===== src/rtl/cpu_bus_arbiter.sv =====
// cpu_bus_arbiter
//   Two-port arbiter that merges the CPU instruction-side and data-side bus
//   requests onto one shared Wishbone-style master port.
//
//   Ports
//     clk_i, rst_i                 clock, async active-high reset
//     i_stb_i, i_adr_i             instruction request (held until i_ack_o)
//     i_dat_o, i_ack_o             instruction read data / completion pulse
//     d_stb_i, d_we_i, d_sel_i,    data request (held until d_ack_o)
//     d_adr_i, d_dat_i
//     d_dat_o, d_ack_o             data read data / completion pulse
//     bus_cyc_o .. bus_dat_o       registered shared-bus master outputs
//     bus_dat_i, bus_ack_i         shared-bus read data / acknowledge
//     arb_err_o                    timeout abort pulse
//
//   Configuration macro: ARB_TIMEOUT_EN
//     When defined, a transfer that sees no bus_ack_i for TIMEOUT_CYCLES
//     cycles in a grant state is aborted: the granted side gets an ack with
//     zero data and arb_err_o pulses. When undefined, grants wait forever
//     and arb_err_o is tied low.
module cpu_bus_arbiter #(
    parameter int AW             = 32,
    parameter int DW             = 32,
    parameter int TIMEOUT_CYCLES = 255
) (
    input  logic            clk_i,
    input  logic            rst_i,
    input  logic            i_stb_i,
    input  logic [AW-1:0]   i_adr_i,
    output logic [DW-1:0]   i_dat_o,
    output logic            i_ack_o,
    input  logic            d_stb_i,
    input  logic            d_we_i,
    input  logic [DW/8-1:0] d_sel_i,
    input  logic [AW-1:0]   d_adr_i,
    input  logic [DW-1:0]   d_dat_i,
    output logic [DW-1:0]   d_dat_o,
    output logic            d_ack_o,
    output logic            bus_cyc_o,
    output logic            bus_stb_o,
    output logic            bus_we_o,
    output logic [DW/8-1:0] bus_sel_o,
    output logic [AW-1:0]   bus_adr_o,
    output logic [DW-1:0]   bus_dat_o,
    input  logic [DW-1:0]   bus_dat_i,
    input  logic            bus_ack_i,
    output logic            arb_err_o
);

    if (TIMEOUT_CYCLES < 1) begin : g_bad_cfg
        $error("cpu_bus_arbiter: TIMEOUT_CYCLES must be at least 1");
    end

    typedef enum logic [1:0] {IDLE, GNT_I, GNT_D} state_t;

    state_t            r_state;
    logic              r_last_d;
    logic              r_bus_cyc;
    logic              r_bus_stb;
    logic              r_bus_we;
    logic [DW/8-1:0]   r_bus_sel;
    logic [AW-1:0]     r_bus_adr;
    logic [DW-1:0]     r_bus_dat;

    logic              w_gnt_i;
    logic              w_gnt_d;
    logic              w_tmo;    // timeout reached this cycle (grant states only)
    logic              w_abort;  // timeout with no real ack: forced completion
    logic              w_done;   // transfer ends on the coming edge
    logic              w_pick_d; // IDLE arbitration result

    assign w_gnt_i  = (r_state == GNT_I);
    assign w_gnt_d  = (r_state == GNT_D);
    // A real ack in the same cycle as the timeout wins, so abort needs ~ack.
    assign w_abort  = w_tmo & ~bus_ack_i;
    assign w_done   = bus_ack_i | w_tmo;
    // Both requesting: alternate away from the last granted side.
    assign w_pick_d = d_stb_i & ~(i_stb_i & r_last_d);

`ifdef ARB_TIMEOUT_EN
    localparam int CW = $clog2(TIMEOUT_CYCLES + 1);

    logic [CW-1:0] r_cnt;

    // r_cnt holds the number of grant cycles already elapsed, so the
    // TIMEOUT_CYCLES-th grant cycle sees TIMEOUT_CYCLES-1.
    assign w_tmo = (w_gnt_i | w_gnt_d) && (r_cnt == CW'(TIMEOUT_CYCLES - 1));

    always_ff @(posedge clk_i or posedge rst_i) begin
        if (rst_i) begin
            r_cnt <= '0;
        end else if (r_state == IDLE) begin
            r_cnt <= '0;
        end else if (!w_done) begin
            r_cnt <= r_cnt + 1'b1;
        end
    end
`else
    assign w_tmo = 1'b0;
`endif

    always_ff @(posedge clk_i or posedge rst_i) begin
        if (rst_i) begin
            r_state   <= IDLE;
            r_last_d  <= 1'b0;
            r_bus_cyc <= 1'b0;
            r_bus_stb <= 1'b0;
            r_bus_we  <= 1'b0;
            r_bus_sel <= '0;
            r_bus_adr <= '0;
            r_bus_dat <= '0;
        end else begin
            case (r_state)
                IDLE: begin
                    // Stray bus_ack_i here is ignored by construction.
                    if (i_stb_i || d_stb_i) begin
                        r_bus_cyc <= 1'b1;
                        r_bus_stb <= 1'b1;
                        if (w_pick_d) begin
                            r_state   <= GNT_D;
                            r_bus_we  <= d_we_i;
                            r_bus_sel <= d_sel_i;
                            r_bus_adr <= d_adr_i;
                            r_bus_dat <= d_dat_i;
                        end else begin
                            r_state   <= GNT_I;
                            r_bus_we  <= 1'b0;
                            r_bus_sel <= '1;
                            r_bus_adr <= i_adr_i;
                            r_bus_dat <= '0;
                        end
                    end
                end
                GNT_I, GNT_D: begin
                    // Requester inputs are not looked at until completion.
                    if (w_done) begin
                        r_state   <= IDLE;
                        r_last_d  <= w_gnt_d;
                        r_bus_cyc <= 1'b0;
                        r_bus_stb <= 1'b0;
                    end
                end
                default: begin
                    r_state   <= IDLE;
                    r_bus_cyc <= 1'b0;
                    r_bus_stb <= 1'b0;
                end
            endcase
        end
    end

    assign bus_cyc_o = r_bus_cyc;
    assign bus_stb_o = r_bus_stb;
    assign bus_we_o  = r_bus_we;
    assign bus_sel_o = r_bus_sel;
    assign bus_adr_o = r_bus_adr;
    assign bus_dat_o = r_bus_dat;

    assign i_ack_o   = w_gnt_i & w_done;
    assign d_ack_o   = w_gnt_d & w_done;
    assign i_dat_o   = (w_gnt_i && !w_abort) ? bus_dat_i : '0;
    assign d_dat_o   = (w_gnt_d && !w_abort) ? bus_dat_i : '0;
    assign arb_err_o = w_abort;

endmodule


===== config.mk =====
export PLATFORM = sky130hd
export DESIGN_NAME = cpu_bus_arbiter
export DESIGN_NICKNAME = d
export VERILOG_FILES = /design/src/rtl/cpu_bus_arbiter.sv
export SDC_FILE = /design/constraint.sdc
export NUM_CORES = 1
export LEC_CHECK = 0
export CORE_AREA = 2 2 107 109
export CTS_CLUSTER_SIZE = 25
export DETAILED_ROUTE_END_ITERATION = 10
export DIE_AREA = 0 0 109 111
export PLACE_DENSITY = 0.78
export SLEW_MARGIN = 20
export SYNTH_ARGS = -nofsm -noshare
export SYNTH_HDL_FRONTEND = slang
export SYNTH_SLANG_ARGS = --single-unit

===== constraint.sdc =====
create_clock -name clk_i -period 8.95 [get_ports clk_i]
set_clock_uncertainty 0.15 [all_clocks]
set_input_delay 2.685 -clock clk_i [delete_from_list [all_inputs] [get_ports clk_i]]
set_output_delay 2.685 -clock clk_i [all_outputs]
set_load 0.01 [all_outputs]

# Word-level counts from Yosys, hierarchy flattened

Index checks and enable logic that the tools add are counted.

Register bits: 73
Bits in latches: 0
Memory bits (writable): 0
Memory bits (read-only): 0
Input bits: 138
Output and inout port bits: 138
Memories kept: 0

Add/subtract/negate cells: 0
Multipliers: 0
Div/mod/pow operators: 0
$lt $le $gt $ge: 0
Equal/unequal tests: 4
Shift operators: 0
Multiplexer cells: 13
Bitwise gates (word level): 5
Reduce and logical (&&, ||, !) cells: 6

Operator list:

| operator                                                        | count |
|---|---|
| 32-bit two-way mux                                              | 4 |
| 2-bit two-way mux                                               | 3 |
| 2-bit AND reduction                                             | 3 |
| 1-bit AND                                                       | 4 |
| 4-bit two-way mux                                               | 1 |
| 2-bit != test, second input constant                            | 2 |
| 2-bit case mux with 2 select lines                              | 1 |
| 1-bit two-way mux                                               | 3 |
| 2-bit by 1-bit == test with 1-bit output, second input constant | 1 |
| 2-bit == test, second input constant                            | 1 |
| 2-bit zero test                                                 | 1 |
| 1-bit case mux with 2 select lines                              | 1 |
| 2-bit OR reduction                                              | 1 |
| 1-bit logical OR                                                | 1 |
| 1-bit NOT                                                       | 1 |

# Longest topological paths before layout

Gate-level depths: netlist of the first run.

Depth in word-level cells: 6
Gate-level depth with buffers: 7

# Worst setup path after synthesis of the first run

OpenSTA, ideal clock, no wires.

Path type: in2out
Start point: input port bus_ack_i
End point: output port d_ack_o
Arrival time: 2850 ps
Slack: 3265 ps
Stages on the path: 1
Buffers on the path: 0
Cell sequence: and2_1

Cells in the longest elaborated chain, start to end: 1

Ends and longest elaborated chain:

| element     | line | RTL |
|---|---|---|
| from (decl) | 46   | `input logic bus_ack_i,` |
| 1-bit AND   | 160  | `assign d_ack_o = w_gnt_d & w_done;` |
| to (decl)   | 38   | `output logic d_ack_o,` |

Every way passes these cells.

# Worst setup path in the final report of the first run

Start point: input port bus_dat_i[15]
End point: output port i_dat_o[15]

Cells in the longest elaborated chain, start to end: 1

Ends and longest elaborated chain:

| element            | line | RTL |
|---|---|---|
| from (decl)        | 45   | `input logic [DW-1:0] bus_dat_i,` |
| 32-bit two-way mux | 161  | `assign i_dat_o = (w_gnt_i && !w_abort) ? bus_dat_i : '0;` |
| to (decl)          | 30   | `output logic [DW-1:0] i_dat_o,` |

Every way passes these cells.

==> results of run 1 <==
how the worst max path moves through the flow:
stage / end / slack [ns] / from
floorplan: d_ack_o / 3.27 / bus_ack_i
global placement: i_dat_o[31] / 2.22 / bus_dat_i[31]
detailed placement: d_ack_o / 2.24 / bus_ack_i
CTS: d_ack_o / 2.23 / bus_ack_i
global route: d_ack_o / 2.17 / bus_ack_i
finish: i_dat_o[15] / 2.24 / bus_dat_i[15]
kinds of logic after synthesis:
| family | count (synthesis) | synth area share |
|---|---|---|
| compound gates | 110 | 0.2097 |
| fa+ha+maj | 3 | 0.01089 |
| buf+inv | 33 | 0.04608 |
| flops | 73 | 0.5298 |
| mux | 1 | 0.003265 |
| other cells | 1 | 0.001087 |
| simple gates | 137 | 0.1992 |
per-layer routing:
layer	GRT usage	vias up	part of all wire
met3	0.06055	20	0.10
met1	0.2231	1740	0.36
li1	-	1723	-
met4	0.07949	0	0.020
met5	0	-	0
met2	0.3710	187	0.52
flip-flops by register name (all words and copies together) (netlist names):
register and cells:
bus_adr_o 32, bus_dat_o 32, bus_stb_o 1, r_state 2
bus_we_o 1, r_last_d 1, bus_sel_o 4
cells in the mapped netlist (all sizes together):
master   n
o32ai    1
nor2    34
o21a     1
and2    67
a22o    34
a21boi   1
a21oi   65
dfrtp   73
o22ai    1
o22a     5
conb     1
clkbuf  11
inv      4
nor2b    2
nand2   34
o21ai    1
mux2     1
a21bo    1
buf     18
ha       3
power by group through the flow:
stage	clock network (mW)	registers (mW)	logic (mW)
after floorplan	0	0.626	0.396
after global placement	0	0.562	0.995
after detailed placement	0	0.566	1.01
after CTS	0.346	0.566	1.02
after global routing	0.361	0.582	1.08
final	0.339	0.565	1.00
critical path, stage by stage:
cell,delay (ns)
clkdlybuf4s50_1,0.50
and2_1,0.15
clkdlybuf4s50_1,0.54
through the flow:
step | utilization | power, mW
finish | 0.5908 | 1.906
global route | 0.5908 | 2.027
CTS | 0.5906 | 1.928
detailed placement | 0.5651 | 1.580
global placement | 0.5651 | 1.557
floorplan | - | 1.022
layout make-up:
type	instances	area [µm²]	share of cell area
Timing Repair Buffer	277	2765	0.4226
Sequential cell	73	1827	0.2792
Multi-Input combinational cell	252	1475	0.2254
Clock buffer	11	252.7	0.03862
Tap cell	143	178.9	0.02734
Clock inverter	5	30.03	0.004589
Inverter	4	15.01	0.002294
layout by cell type (no fill, tap or decap), drive strengths merged:
master	count
clkdlybuf4s50	274
dfrtp	73
and2	67
a21oi	65
a22o	34
nand2	34
nor2	34
clkbuf	11
o22a	5
inv	4
ha	3
clkinv	3
buf	3
nor2b	2
clkinvlp	2
o21ai	1
a21boi	1
a21bo	1
o21a	1
mux2	1
o22ai	1
o32ai	1
conb	1
==> flow_summary.json, run 1 <==
{
  "status": "finished, final reports clean",
  "netlist_instances": 358,
  "worst-r2r-cell-count": 3,
  "finalHoldViolCount": 0,
  "rsz0062_at_grt": "false",
  "irDropWorstVdd_mv": 0.1567,
  "hold_path_end": "bus_dat_o[10]$_DFFE_PP0P_",
  "placed_area_um2": 6260,
  "end_kind": "output port",
  "n_fill_cell": 961,
  "rr_startpoint": "r_last_d$_DFFE_PP0P_",
  "clockPowerShare": 0.178,
  "stdcell_area_um2": 6544,
  "clk_latency_ns": 0.33,
  "synth_area_um2": 3448,
  "powerDensity_nw_per_um2": 291.2,
  "fin_setup_tns_ns": 0,
  "clkTransAtPathRegs_ns": 0.06,
  "worstPathArrival_ns": 3.88,
  "cp_data_required_time_ns": 6.12,
  "gp_congestion": 0.7990,
  "nets": 758,
  "combPwrFrac": 0.526,
  "clock_sinks": 73,
  "slew_viol_final": 0,
  "grt_pass1_vias": 3811,
  "cts_root_buf": "clkbuf_16",
  "dieHeight_um": 111,
  "die_w_um": 109,
  "drc": 0,
  "timing.rr.end": "bus_dat_o[21]$_DFFE_PP0P_",
  "min_path_cells": 1,
  "start_util": 0.3113,
  "cts_buffers": 9,
  "drive_above_1_share": 0.04019,
  "min-delay-start": "bus_dat_o[10]$_DFFE_PP0P_",
  "start_kind": "input port",
  "post-place-ws_ns": 2.236,
  "worst_pin_slew_ns": 0.9613,
  "period_share": 0.7498,
  "hold_slack_ns": 0.3506,
  "cts_setup_buffers": 0,
  "cts_resized": 0,
  "power.share.switching": 0.3507,
  "slew-limit-headroom": 0.3575,
  "drt_wl_total_um": 12620,
  "rows": 39,
  "grt_util_all_layers": 0.2063,
  "hold_class": "register to register",
  "synth_cell_types": 21,
  "wl_per_cell_um": 16.49,
  "area_delta_synth_final_pct": 89.77,
  "max_cap_violations": 0,
  "ys_seq_elements": 73,
  "worst_slack_ns": 2.239,
  "rrSetupSlack_ns": 6.57,
  "period_needed_ns": 6.711,
  "die_area_um2": 12100,
  "cts_tree": "done",
  "detail-route-antenna-nets": 0,
  "ioPinCount": 276,
  "grt_max_degree": 74,
  "vias": 3670,
  "ys_warn_count": 0,
  "syn_area_per_cell_um2": 9.632,
  "clockBufferDepth": 2,
  "seq_power_share": 0.297,
  "ys_seq_area_frac": 0.5298,
  "synth_nets": 499,
  "crit_type": "input port to output port",
  "yosysTopAreaCellShare": 0.5298,
  "htree_levels": 3,
  "numPlacedInstances": 749,
  "first_pass_iters": 6,
  "antenna_found_initial": 0,
  "avgViaCountPerCell": 4.797,
  "p_switching_uw": 668.4,
  "port_buffers": 274,
  "crit_fanout": 2,
  "yosys.area.top_type": "dfrtp_1",
  "setup_violations": 0,
  "hold_buffers": 0,
  "clock.fmax_mhz": 149.0,
  "coreArea_um2": 11080,
  "power.leakage_nw": 2.714,
  "power.internal_mw": 1.237,
  "antenna_cells": 0,
  "dp_hpwl_um": 9373,
  "netlist_top_cells_area": "dfrtp_1, and2_1, a21oi_1, a22o_1, nand2_1",
  "grt_overflow": 0,
  "drt_iter0_drc": 164,
  "fin_cells": 765,
  "grt_pass1_wl_um": 19330
}
No activity file was read; power rests on OpenSTA's default activity.
==> inputs of run 2 (changes only) <==
--- a/config.mk
+++ b/config.mk
@@ -5,11 +5,11 @@
 export SDC_FILE = /design/constraint.sdc
 export NUM_CORES = 1
 export LEC_CHECK = 0
-export CORE_AREA = 2 2 107 109
+export CORE_AREA = 2 2 106 108
 export CTS_CLUSTER_SIZE = 25
 export DETAILED_ROUTE_END_ITERATION = 10
-export DIE_AREA = 0 0 109 111
-export PLACE_DENSITY = 0.78
+export DIE_AREA = 0 0 108 110
+export PLACE_DENSITY = 0.79
 export SLEW_MARGIN = 20
 export SYNTH_ARGS = -nofsm -noshare
 export SYNTH_HDL_FRONTEND = slang
==> constraint.sdc (replaced) <==
create_clock -name clk_i -period 6.2 [get_ports clk_i]
set_clock_uncertainty 0.15 [all_clocks]
set_input_delay 1.86 -clock clk_i [delete_from_list [all_inputs] [get_ports clk_i]]
set_output_delay 1.86 -clock clk_i [all_outputs]
set_load 0.01 [all_outputs]
==> run 2 against run 1 <==
Against the previous run:
- total power grew 36%
- first-iteration DRC count up 23%
- design area shrank 1.8%
- routed wire length shrank 0.29%
- worst hold slack better by 0.0071 ns
- clock power decreased by 5%
- count of clock-buffer cells in the layout decreased by 2
- critical path type unchanged
==> flow_summary.json, run 2 (same netlist as run 1, synthesis figures left out) <==
{
  "first_pass_iters": 4,
  "cts_setup_buffers": 0,
  "rsz0062_at_grt": "false",
  "slew_viol_final": 0,
  "setup_violations": 0,
  "port_buffers": 274,
  "die_area_um2": 11880,
  "drt_wl_total_um": 12580,
  "fin_cells": 761,
  "powerDensity_nw_per_um2": 402.7,
  "rows": 38,
  "avgViaCountPerCell": 4.798,
  "crit_start": "bus_ack_i",
  "clock_sinks": 73,
  "final_cell_mix": "clkdlybuf4s50_1, dfrtp_1, and2_1",
  "vias": 3651,
  "hold_buffers": 0,
  "end_kind": "output port",
  "numPlacedInstances": 747,
  "drc": 0,
  "crit_fanout": 4,
  "power.leakage_nw": 2.663,
  "gp_congestion": 0.7850,
  "fin_setup_tns_ns": 0,
  "clk_latency_ns": 0.33,
  "wl_per_cell_um": 16.53,
  "finalHoldViolCount": 0,
  "cts_resized": 0,
  "worstPathArrival_ns": 3.05,
  "layout_commonest_cell": "clkdlybuf4s50_1",
  "ioPinCount": 276,
  "rr_startpoint": "r_state[0]$_DFFE_PP0P_",
  "grt_pass1_vias": 3756,
  "crit_end": "i_ack_o",
  "min-delay-start": "bus_dat_o[27]$_DFFE_PP0P_",
  "clock.fmax_mhz": 197.7,
  "grt_max_degree": 45,
  "worst-r2r-cell-count": 6,
  "start_util": 0.3223,
  "cts_root_buf": "clkbuf_8",
  "dieHeight_um": 110,
  "antenna_found_initial": 0,
  "timing.rr.end": "bus_adr_o[27]$_DFFE_PP0P_",
  "status": "finished, final reports clean",
  "die_w_um": 108,
  "drt_iter0_drc": 201,
  "area_delta_synth_final_pct": 86.28,
  "period_share": 0.8157,
  "crit_type": "input port to output port",
  "cts_tree": "done",
  "worst_pin_slew_ns": 0.9151,
  "coreArea_um2": 10700,
  "cts_buffers": 9,
  "slew-limit-headroom": 0.3899,
  "grt_pass1_wl_um": 18840,
  "grt_util_all_layers": 0.2038,
  "rrSetupSlack_ns": 3.97,
  "start_kind": "input port",
  "period_needed_ns": 5.058,
  "antenna_cells": 0,
  "grt_overflow": 0,
  "clkTransAtPathRegs_ns": 0.08,
  "nets": 759,
  "n_fill_cell": 907,
  "clockBufferDepth": 2,
  "max_cap_violations": 0,
  "cp_data_required_time_ns": 4.19,
  "hold_class": "register to register",
  "dp_hpwl_um": 9356,
  "htree_levels": 3,
  "irDropWorstVdd_mv": 0.2108,
  "detail-route-antenna-nets": 0,
  "drive_above_1_share": 0.03865
}
-- run 2: cell types whose count changed in the layout (fill, tap and decap cells not counted), sizes merged --
cell,previous run,this run
buf,3,4
clkbuf,11,9
clkinvlp,2,1
clkinv,3,4
-- run 2: where the power goes --
part           total, mW  switching (mW)  internal (mW)  leakage, nW
sequential         0.817           0.128          0.689        0.876
combinational       1.45           0.641          0.807         1.71
clock              0.322           0.181          0.141       0.0809
-- run 2: layer usage --
metal,global-route usage,routed length (µm),share of wire
met1,0.2248,4751,0.38
met3,0.06996,1140,0.091
met2,0.3648,6429,0.51
met5,0,0,0
met4,0.07418,258,0.021
-- run 2: worst min-delay path by stage --
stage                           endpoint  slack [ns]  depth (start not counted)
5_1_grt         bus_dat_o[9]$_DFFE_PP0P_        0.37                          1
6_report       bus_dat_o[27]$_DFFE_PP0P_        0.36                          1
2_1_floorplan     r_state[0]$_DFFE_PP0P_        0.35                          1
4_1_cts         bus_sel_o[2]$_DFFE_PP0P_        0.36                          1
3_5_place_dp   bus_dat_o[27]$_DFFE_PP0P_        0.34                          1
3_3_place_gp   bus_dat_o[18]$_DFFE_PP0P_        0.34                          1
-- run 2: cell type report --
| type | count | area, µm² | area share |
|---|---|---|---|
| clock buffer | 9 | 123.9 | 0.01928 |
| tap | 140 | 175.2 | 0.02727 |
| multi-input combinational | 252 | 1475 | 0.2296 |
| clock inverter | 5 | 35.03 | 0.005454 |
| inverter | 4 | 15.01 | 0.002337 |
| sequential | 73 | 1827 | 0.2844 |
| timing repair buffer | 278 | 2773 | 0.4316 |
-- run 2: worst max-delay path, stage by stage --
cell             delay (ns)
clkdlybuf4s50_1        0.51
and2_1                 0.14
clkdlybuf4s50_1        0.54
-- run 2: stage by stage --
step	total power, mW	instance area [µm²]	setup slack [ns]	utilization	hold slack (ns)
after global placement	2.245	6264	1.149	0.5855	0.3391
after CTS	2.621	6422	1.141	0.6004	0.3648
after global routing	2.757	6424	1.096	0.6005	0.3700
after detailed placement	2.284	6264	1.146	0.5855	0.3417
after floorplan	1.475	3448	2.165	-	0.3529
final	2.587	6424	1.142	0.6005	0.3578
